## config.mk

```make
export PLATFORM = sky130hd
export DESIGN_NAME = ikaopll_dac_acc
export DESIGN_NICKNAME = d
export VERILOG_FILES = /design/src/rtl/ikaopll_pkg.sv /design/src/rtl/ikaopll_signmag_scale.sv /design/src/rtl/ikaopll_sr.sv /design/src/rtl/ikaopll_dac_acc.sv
export SDC_FILE = /design/constraint.sdc
export NUM_CORES = 1
export LEC_CHECK = 0
export CAP_MARGIN = 20
export CORE_MARGIN = 2
export CORE_UTILIZATION = 30
export CTS_CLUSTER_SIZE = 8
export DETAILED_ROUTE_END_ITERATION = 7
export MAX_ROUTING_LAYER = met4
export PLACE_DENSITY_LB_ADDON = 0.1
export SYNTH_ARGS = -nofsm -noshare
export SYNTH_HDL_FRONTEND = slang
export SYNTH_SLANG_ARGS = --single-unit
```

## constraint.sdc

```tcl
create_clock -name i_EMUCLK -period 16.6 [get_ports i_EMUCLK]
set_input_delay 2.49 -clock i_EMUCLK [delete_from_list [all_inputs] [get_ports i_EMUCLK]]
set_output_delay 2.49 -clock i_EMUCLK [all_outputs]
set_load 0.02 [all_outputs]
```

## src/rtl/ikaopll_pkg.sv

```systemverilog
// Shared types and helpers for the OPLL wide-bus DAC accumulator and any later mixer.
package ikaopll_pkg;

    localparam int ACC_W  = 20;
    localparam int TERM_W = 14;
    localparam int PCM_W  = 16;

    typedef enum logic {SYNC, ACC} state_t;

    typedef struct packed {
        logic             clip;
        logic [PCM_W-1:0] val;
    } sat_t;

    localparam logic signed [ACC_W-1:0] PCM_MAX = 20'sd32767;
    localparam logic signed [ACC_W-1:0] PCM_MIN = -20'sd32768;

    function automatic sat_t sat16(input logic signed [ACC_W-1:0] x);
        sat_t r;
        r.clip = 1'b1;
        if (x > PCM_MAX) begin
            r.val = 16'h7FFF;
        end else if (x < PCM_MIN) begin
            r.val = 16'h8000;
        end else begin
            r.clip = 1'b0;
            r.val  = x[PCM_W-1:0];
        end
        return r;
    endfunction

endpackage

```

## src/rtl/ikaopll_signmag_scale.sv

```systemverilog
// Sign+magnitude sample decode, MO/RO volume select and signed 9x5 scale (combinational).
module ikaopll_signmag_scale
    import ikaopll_pkg::*;
(
    input  logic                     en_mo,
    input  logic                     en_ro,
    input  logic                     sign,
    input  logic [7:0]               mag,
    input  logic [4:0]               movol,
    input  logic [4:0]               rovol,
    output logic signed [TERM_W-1:0] term
);

    logic signed [8:0]        val;
    logic [4:0]               vol;
    logic signed [TERM_W-1:0] prod;

    // -(mag+1) is exactly the bitwise inverse of the zero-extended magnitude
    assign val  = sign ? ~{1'b0, mag} : {1'b0, mag};
    assign vol  = en_mo ? movol : rovol;
    assign prod = $signed({{(TERM_W-9){val[8]}}, val}) * $signed({{(TERM_W-5){vol[4]}}, vol});
    assign term = (en_mo || en_ro) ? prod : '0;

endmodule

```

## src/rtl/ikaopll_sr.sv

```systemverilog
// Clock-enabled shift register primitive; q is the bit shifted in LEN enables ago.
module ikaopll_sr #(
    parameter int LEN = 3
) (
    input  logic clk,
    input  logic rst,
    input  logic cen,
    input  logic d,
    output logic q
);

    logic [LEN-1:0] sr;

    always_ff @(posedge clk) begin
        if (rst) begin
            sr <= '0;
        end else if (cen) begin
            sr[0] <= d;
            for (int i = 1; i < LEN; i++) begin
                sr[i] <= sr[i-1];
            end
        end
    end

    assign q = sr[LEN-1];

endmodule

```

## src/rtl/ikaopll_dac_acc.sv

```systemverilog
// Frame accumulator turning per-slot operator samples into a saturated 16-bit PCM word.
//   state | meaning
//   SYNC  | waiting for the first frame boundary, terms discarded
//   ACC   | summing slot terms, emitting a sample at each boundary
module ikaopll_dac_acc
    import ikaopll_pkg::*;
#(
    parameter int CYC0_DLY  = 3,
    parameter int OUT_SHR   = 1,
    parameter int STRB_LEN  = 10,
    parameter int MAX_SLOTS = 24
) (
    input  logic        i_EMUCLK,
    input  logic        i_RST,
    input  logic        i_phi1_NCEN_n,
    input  logic        i_CYCLE_00,
    input  logic        i_DAC_EN_MO,
    input  logic        i_DAC_EN_RO,
    input  logic        i_SIGN,
    input  logic [7:0]  i_MAG,
    input  logic [4:0]  i_MOVOL,
    input  logic [4:0]  i_ROVOL,
    output logic [15:0] o_ACC_SIGNED,
    output logic        o_ACC_SIGNED_STRB,
    output logic        o_CLIP,
    output logic        o_WDOG
);

    localparam int SLOT_W = $clog2(MAX_SLOTS);
    localparam int STRB_W = $clog2(STRB_LEN + 1);

    logic                     cen;
    logic                     fb;
    logic                     wdog_hit;
    logic                     emit;
    logic signed [TERM_W-1:0] term;
    logic signed [ACC_W-1:0]  term_ext;
    logic signed [ACC_W-1:0]  acc, acc_nxt, acc_shr;
    logic [SLOT_W-1:0]        slot_cnt, slot_cnt_nxt;
    logic [STRB_W-1:0]        strb_cnt;
    state_t                   state, state_nxt;
    sat_t                     sat;

    assign cen = ~i_phi1_NCEN_n;

    ikaopll_sr #(.LEN(CYC0_DLY)) u_cyc0_dly (
        .clk (i_EMUCLK),
        .rst (i_RST),
        .cen (cen),
        .d   (i_CYCLE_00),
        .q   (fb)
    );

    ikaopll_signmag_scale u_scale (
        .en_mo (i_DAC_EN_MO),
        .en_ro (i_DAC_EN_RO),
        .sign  (i_SIGN),
        .mag   (i_MAG),
        .movol (i_MOVOL),
        .rovol (i_ROVOL),
        .term  (term)
    );

    assign term_ext = {{(ACC_W-TERM_W){term[TERM_W-1]}}, term};
    assign acc_shr  = acc >>> OUT_SHR;
    assign sat      = sat16(acc_shr);

    always_ff @(posedge i_EMUCLK) begin
        if (i_RST) begin
            state <= SYNC;
        end else if (cen) begin
            state <= state_nxt;
        end
    end

    // The boundary slot's own term opens the new frame rather than closing the old one
    always_comb begin
        state_nxt    = state;
        acc_nxt      = acc;
        slot_cnt_nxt = slot_cnt;
        emit         = 1'b0;
        wdog_hit     = 1'b0;
        case (state)
            SYNC: begin
                if (fb) begin
                    state_nxt    = ACC;
                    acc_nxt      = term_ext;
                    slot_cnt_nxt = '0;
                end
            end
            ACC: begin
                wdog_hit = !fb && (slot_cnt == SLOT_W'(MAX_SLOTS - 1));
                if (fb || wdog_hit) begin
                    emit         = 1'b1;
                    acc_nxt      = term_ext;
                    slot_cnt_nxt = '0;
                end else begin
                    acc_nxt      = acc + term_ext;
                    slot_cnt_nxt = slot_cnt + SLOT_W'(1);
                end
            end
        endcase
    end

    always_ff @(posedge i_EMUCLK) begin
        if (i_RST) begin
            acc               <= '0;
            slot_cnt          <= '0;
            strb_cnt          <= '0;
            o_ACC_SIGNED      <= '0;
            o_ACC_SIGNED_STRB <= 1'b0;
            o_CLIP            <= 1'b0;
            o_WDOG            <= 1'b0;
        end else if (cen) begin
            acc               <= acc_nxt;
            slot_cnt          <= slot_cnt_nxt;
            o_ACC_SIGNED_STRB <= (strb_cnt != '0);
            if (emit) begin
                o_ACC_SIGNED <= sat.val;
                o_CLIP       <= sat.clip;
                o_WDOG       <= wdog_hit;
                strb_cnt     <= STRB_W'(STRB_LEN);
            end else if (strb_cnt != '0) begin
                strb_cnt <= strb_cnt - STRB_W'(1);
            end
        end
    end

endmodule
```

======== Word-level counts from Yosys, hierarchy flattened ========
Index checks and enable logic that the tools add are counted.
word-level totals
  bits in registers ....................... 52
  logic and storage cells ................. 49
  output and inout port bits .............. 19
  input bits .............................. 25
operators by class
  add/subtract/negate cells ............... 3
  eq/ne operators ......................... 2
  $mul .................................... 1
  mux-type cells .......................... 20
  reduce and logical (&&, ||, !) cells .... 9
  bitwise gates (word level) .............. 3
  $lt $le $gt $ge ......................... 2
operators by type and width
  operator              number
  $mux 20               2
  $pmux 20 s2           1
  $mux 16               2
  $add 20x14->20        1
  $gt 19x16->1 const B  1
  $lt 19x16->1 const B  1
  $mux 5                3
  $mul 9x5->14          1
  $mux 14               1
  $pmux 5 s2            1
  $mux 9                1
  $not 8->9             1
  $mux 4                2
  $mux 1                7
  $reduce_and 2->1      3
  $add 5x1->5 const B   1
  $eq 5x5->1 const B    1
  $reduce_bool 4->1     1
  $sub 4x1->4 const B   1
  $logic_or 1x1->1      2
  $ne 2x1->1 const B    1
  $not 1->1             2
  $reduce_bool 2->1     1
  $logic_and 1x1->1     1
  $logic_not 1->1       1

======== Longest topological paths before layout ========
  depth in word-level cells ............... 7
  mapped depth ............................ 26

======== Modules after synthesis ========
From an unflattened synthesis, not the netlist that was laid out.
second synthesis, totals
  cells, all modules ...................... 653
  area total of the unflattened synthesis .. 5205.0 sq um
modules (own cells, without submodules)
  module                 seq. area each (sq um)  area an instance (sq um)  times used  cells each
  ikaopll_dac_acc        980.9                   3246.9                    1           418
  ikaopll_signmag_scale  0.0                     1856.8                    1           226
  ikaopll_sr             60.1                    101.3                     1           9

======== Worst setup path before layout ========
OpenSTA, ideal clock, no wires.
  path type ............................... input to register
  start point ............................. in i_DAC_EN_MO
  end point ............................... reg acc[19]
  setup slack ............................. 8.192 ns
  arrival ................................. 8.329 ns
  cell stages on the path ................. 22
  buffers on the path ..................... 1
  data required time ...................... 16.521 ns
  cell sequence ........................... clkbuf_1 > mux2i_1 > nand2b_1 > fa_1 > fa_1 > fa_1 > inv_1 > fa_1 > a211oi_2 > o21bai_2 > a2111oi_4 > o31ai_2 > mux2i_2 > ha_1 > a21o_1 > o21a_1 > o21ai_0 > a21oi_1 > o211ai_1 > xnor2_1 > a21oi_2 > a211oi_2
between the ends
  longest elaborated chain between the ends .. 6
  elaborated cells between the ends (all ways) .. 8
  those cells by class .................... add/sub: 1; mul: 1; mux: 5; reduce/logical: 1
RTL lines
  element               line                         source
  from (decl)           ikaopll_dac_acc.sv:17        input logic i_DAC_EN_MO,
  $mux 5                ikaopll_signmag_scale.sv:20  assign vol = en_mo ? movol : rovol;
  $mul 9x5->14          ikaopll_signmag_scale.sv:21  assign prod = $signed({{(TERM_W-9){val[8]}}, val}) * $signed({{(TERM_W-5){vol[4]}}, vol});
  $mux 14 (*)           ikaopll_signmag_scale.sv:22  assign term = (en_mo || en_ro) ? prod : '0;
  $add 20x14->20        ikaopll_dac_acc.sv:98        acc_nxt = acc + term_ext;
  $mux 20               ikaopll_dac_acc.sv:93        if (fb || wdog_hit) begin
  $pmux 20 s2 (*)       ikaopll_dac_acc.sv:83        case (state)
  to (signal assigned)  ikaopll_dac_acc.sv:115       acc <= acc_nxt;
  to (decl)             ikaopll_dac_acc.sv:38        logic signed [ACC_W-1:0] acc, acc_nxt, acc_shr;
Every way passes the cells marked *; elsewhere a longest branch is shown, timed or not. The select of a mux whose other input is x is not followed.
A chain may end at the register's enable or synchronous reset.

======== Worst setup path after layout ========
Ends and elaborated chain as after synthesis.

==> flow_metrics.env <==
export IMPL_slowest_delay_ns=0.73
export IMPL_power_switching_uw=281
export IMPL_layout_commonest_cell="nor2_1"
export IMPL_syn2layout_area_growth_pct=16.8
export IMPL_hpwl_um=8850
export IMPL_fin_cells=843
export IMPL_path_cells="clkdlybuf4s50_1 > mux2i_1 > or2_2 > fa_1 > fa_1 > fa_1 > inv_1 > fa_1 > a211oi_2 > o21bai_2 > a2111oi_4 > o31ai_2 > mux2i_2 > ha_1 > a21o_1 > o21a_1 > o21ai_0 > a21oi_1 > o211ai_1 > xnor2_1 > a21oi_2 > a211oi_2"
export IMPL_fin_ws_ns=7.49
export IMPL_dp_cells=835
export IMPL_start_util_pct=31.0
export IMPL_period_share_pct=54.9
export IMPL_postCtsResizedCells=0
export IMPL_crit_top_cell="fa_1"
export IMPL_wl_um=11100
export IMPL_core_um2=15300
export IMPL_crit_path_end_kind="flop"
export IMPL_vias=3938
export IMPL_setup_viol=0
export IMPL_p_seq_share_pct=20.8
export IMPL_fin_nets=731
export IMPL_die_w_um=130
export IMPL_swShare_pct=43.7
export IMPL_cts_root_buf="clkbuf_16"
export IMPL_whs_ns=0.436
export IMPL_internal_power_uw=363
export IMPL_io_pins=44
export IMPL_drtPass1Iterations=4
export IMPL_grt_overflow_total=0
export IMPL_dieHeight_um=130
export IMPL_final_cell_mix="nor2_1, nand2_1, inv_1"
export IMPL_maxSlewViolCount=0
export IMPL_num_rows=45
export IMPL_cts_sinks=52
export IMPL_yosysUniqueCellTypes=50
export IMPL_power_density_nw_per_um2=116
export IMPL_gp_congestion=0.846
export IMPL_relSlewSlack_pct=36.6
export IMPL_vdd_drop_max_v=0.0000316
export IMPL_n_fill_cell=1639
export IMPL_synth_ff_type="dfxtp_1"
export IMPL_rsz0062_at_grt="false"
export IMPL_pwr_share_comb_pct=62.9
export IMPL_synth_async_reset_ratio_pct=0
export IMPL_grt_usage_pct=14.1
export IMPL_hp_start="o_ACC_SIGNED[10]"
export IMPL_htree_levels=2
export IMPL_post_cts_buffers=0
export IMPL_path_class="in -> reg"
export IMPL_first_global_vias=3758
export IMPL_drtIter0Drc=153
export IMPL_grt_max_degree=48
export IMPL_cts_tree="done"
export IMPL_avgSynthCellArea_um2=7.97
export IMPL_crit_start="i_DAC_EN_MO"
export IMPL_numPortBuffers=43
export IMPL_grt_pass1_wl_um=18600
export IMPL_syn_cell_area_um2=4740
export IMPL_finalHoldViolations=0
export IMPL_drive_gt1_share_pct=4.27
export IMPL_skew_ns=0.00891
export IMPL_maxCapViolCount=0
export IMPL_cp_slowest_cell="mux2i_1"
export IMPL_timing_fmax_ghz=0.110
export IMPL_synthesis_instances=595
export IMPL_vias_per_cell=4.67
export IMPL_power_leakage_uw=0.00234
export IMPL_yosysSeqAreaShare_pct=22.0
export IMPL_cts_hold_buf=0
export IMPL_drc=0
export IMPL_worstPathMaxFanout=9
export IMPL_synth_ff_latch_count=52
export IMPL_arrival_ns=9.33
export IMPL_synth_edff_count=0
export IMPL_die_area_um2=16800
export IMPL_tightest_slew_ns=0.947
export IMPL_hold_path_class="reg -> reg"
export IMPL_p_clk_share_pct=16.3
export IMPL_period_needed_ns=9.11
export IMPL_antenna_found_initial=0
export IMPL_crit_path_start_kind="input port"
export IMPL_cts_inserted_buffers=5
export IMPL_rr_startpoint="acc[0]"
export IMPL_final_core_util_pct=36.2
export IMPL_worst_ep_required_time_ns=16.82
export IMPL_post_drt_wl_per_cell_um=13.2
export IMPL_cts_buffer_depth=2
export IMPL_fin_tns_setup_ns=0
export IMPL_syn_nets=695
export IMPL_post_place_ws_ns=7.08
export IMPL_ant_nets=0
export IMPL_yosys_warnings=0
export IMPL_diodes=0
export IMPL_clkTransAtPathRegs_ns=0.07
export IMPL_clkLatencyLatePin_ns=0.30
export IMPL_status="finished, final reports clean"
kinds of logic (layout without fill, tap and decap cells):
kind of cell	count (synthesis)	in the layout	synth area share [%]
buffers and inverters	75	112	5.96
AO/OA/AOI/OAI	123	123	16.7
AND/OR/NAND/NOR	222	222	21.6
adder cells (fa/ha/maj)	75	75	24.5
flip-flops	52	52	22.0
XOR/XNOR	36	36	6.65
multiplexers	12	12	2.61
through the flow:
stage | cell area [µm²] | power (µW)
final | 5540 | 644
after global placement | 5390 | 543
after floorplan | 4740 | 470
after CTS | 5540 | 653
after detailed placement | 5390 | 546
after global routing | 5540 | 716
critical path: cells and delay by family:
family / cells / cell delay [ns]
adder cells (fa/ha/maj): 5 / 2.35
AO/OA/AOI/OAI: 11 / 2.04
AND/OR/NAND/NOR: 1 / 0.24
buffers and inverters: 2 / 0.75
XOR/XNOR: 1 / 0.16
multiplexers: 2 / 1.27
synthesized netlist by cell type (5+ instances only):
cell | instances | share of area (%)
nor2_1 | 79 | 6.3
nand2_1 | 60 | 4.7
inv_1 | 58 | 4.6
dfxtp_1 | 52 | 22
a21oi_1 | 45 | 4.7
ha_1 | 45 | 12
fa_1 | 30 | 13
o21ai_0 | 28 | 3.0
xnor2_1 | 28 | 5.2
nor2b_1 | 19 | 2.5
nor3_1 | 19 | 2.0
clkbuf_1 | 13 | 1.0
mux2i_1 | 11 | 2.3
and2_1 | 9 | 1.2
or2_2 | 9 | 1.2
xor2_1 | 8 | 1.5
a31oi_1 | 7 | 0.92
nand3_1 | 7 | 0.74
a21o_1 | 6 | 0.95
and3_1 | 5 | 0.66
metal layers:
metal  share of wire, %  vias to the layer above  track usage, %
li1                   -                     2076               -
met1                 50                     1789            19.0
met2                 46                       66            23.0
met3                3.2                        7            1.35
met4                1.0                        0            3.42
met5                  0                        -               -
area by class of cell:
type	count	area [µm²]	share of cell area (%)
tap	211	264	4.77
multi-input combinational	468	3420	61.7
sequential	52	1040	18.8
timing repair buffer	46	453	8.18
clock inverter	2	16.3	0.294
inverter	58	218	3.93
clock buffer	6	129	2.33
sequential cells by signal, indices dropped and copies added (netlist names):
| name | cells |
|---|---|
| acc | 20 |
| o_ACC_SIGNED | 16 |
| o_ACC_SIGNED_STRB | 1 |
| o_CLIP | 1 |
| o_WDOG | 1 |
| slot_cnt | 5 |
| state | 1 |
| strb_cnt | 4 |
| u_cyc0_dly.sr | 3 |
power by group through the flow:
stage | registers (µW) | clock network [µW] | logic (µW)
2_1_floorplan | 137 | 0 | 333
3_3_place_gp | 137 | 0 | 406
3_5_place_dp | 137 | 0 | 408
4_1_cts | 134 | 108 | 411
5_1_grt | 135 | 112 | 469
6_report | 134 | 105 | 405
final timing paths:
| path | end | cells after the start | slack, ns |
|---|---|---|---|
| worst max-delay path | acc[19] | 22 | 7.49 |
| worst min register to register | o_ACC_SIGNED[10] | 2 | 0.44 |
| worst min-delay path | o_ACC_SIGNED[10] | 2 | 0.44 |
| worst max register to register | acc[10] | 11 | 13.80 |
(Power assumes the default switching activity.)
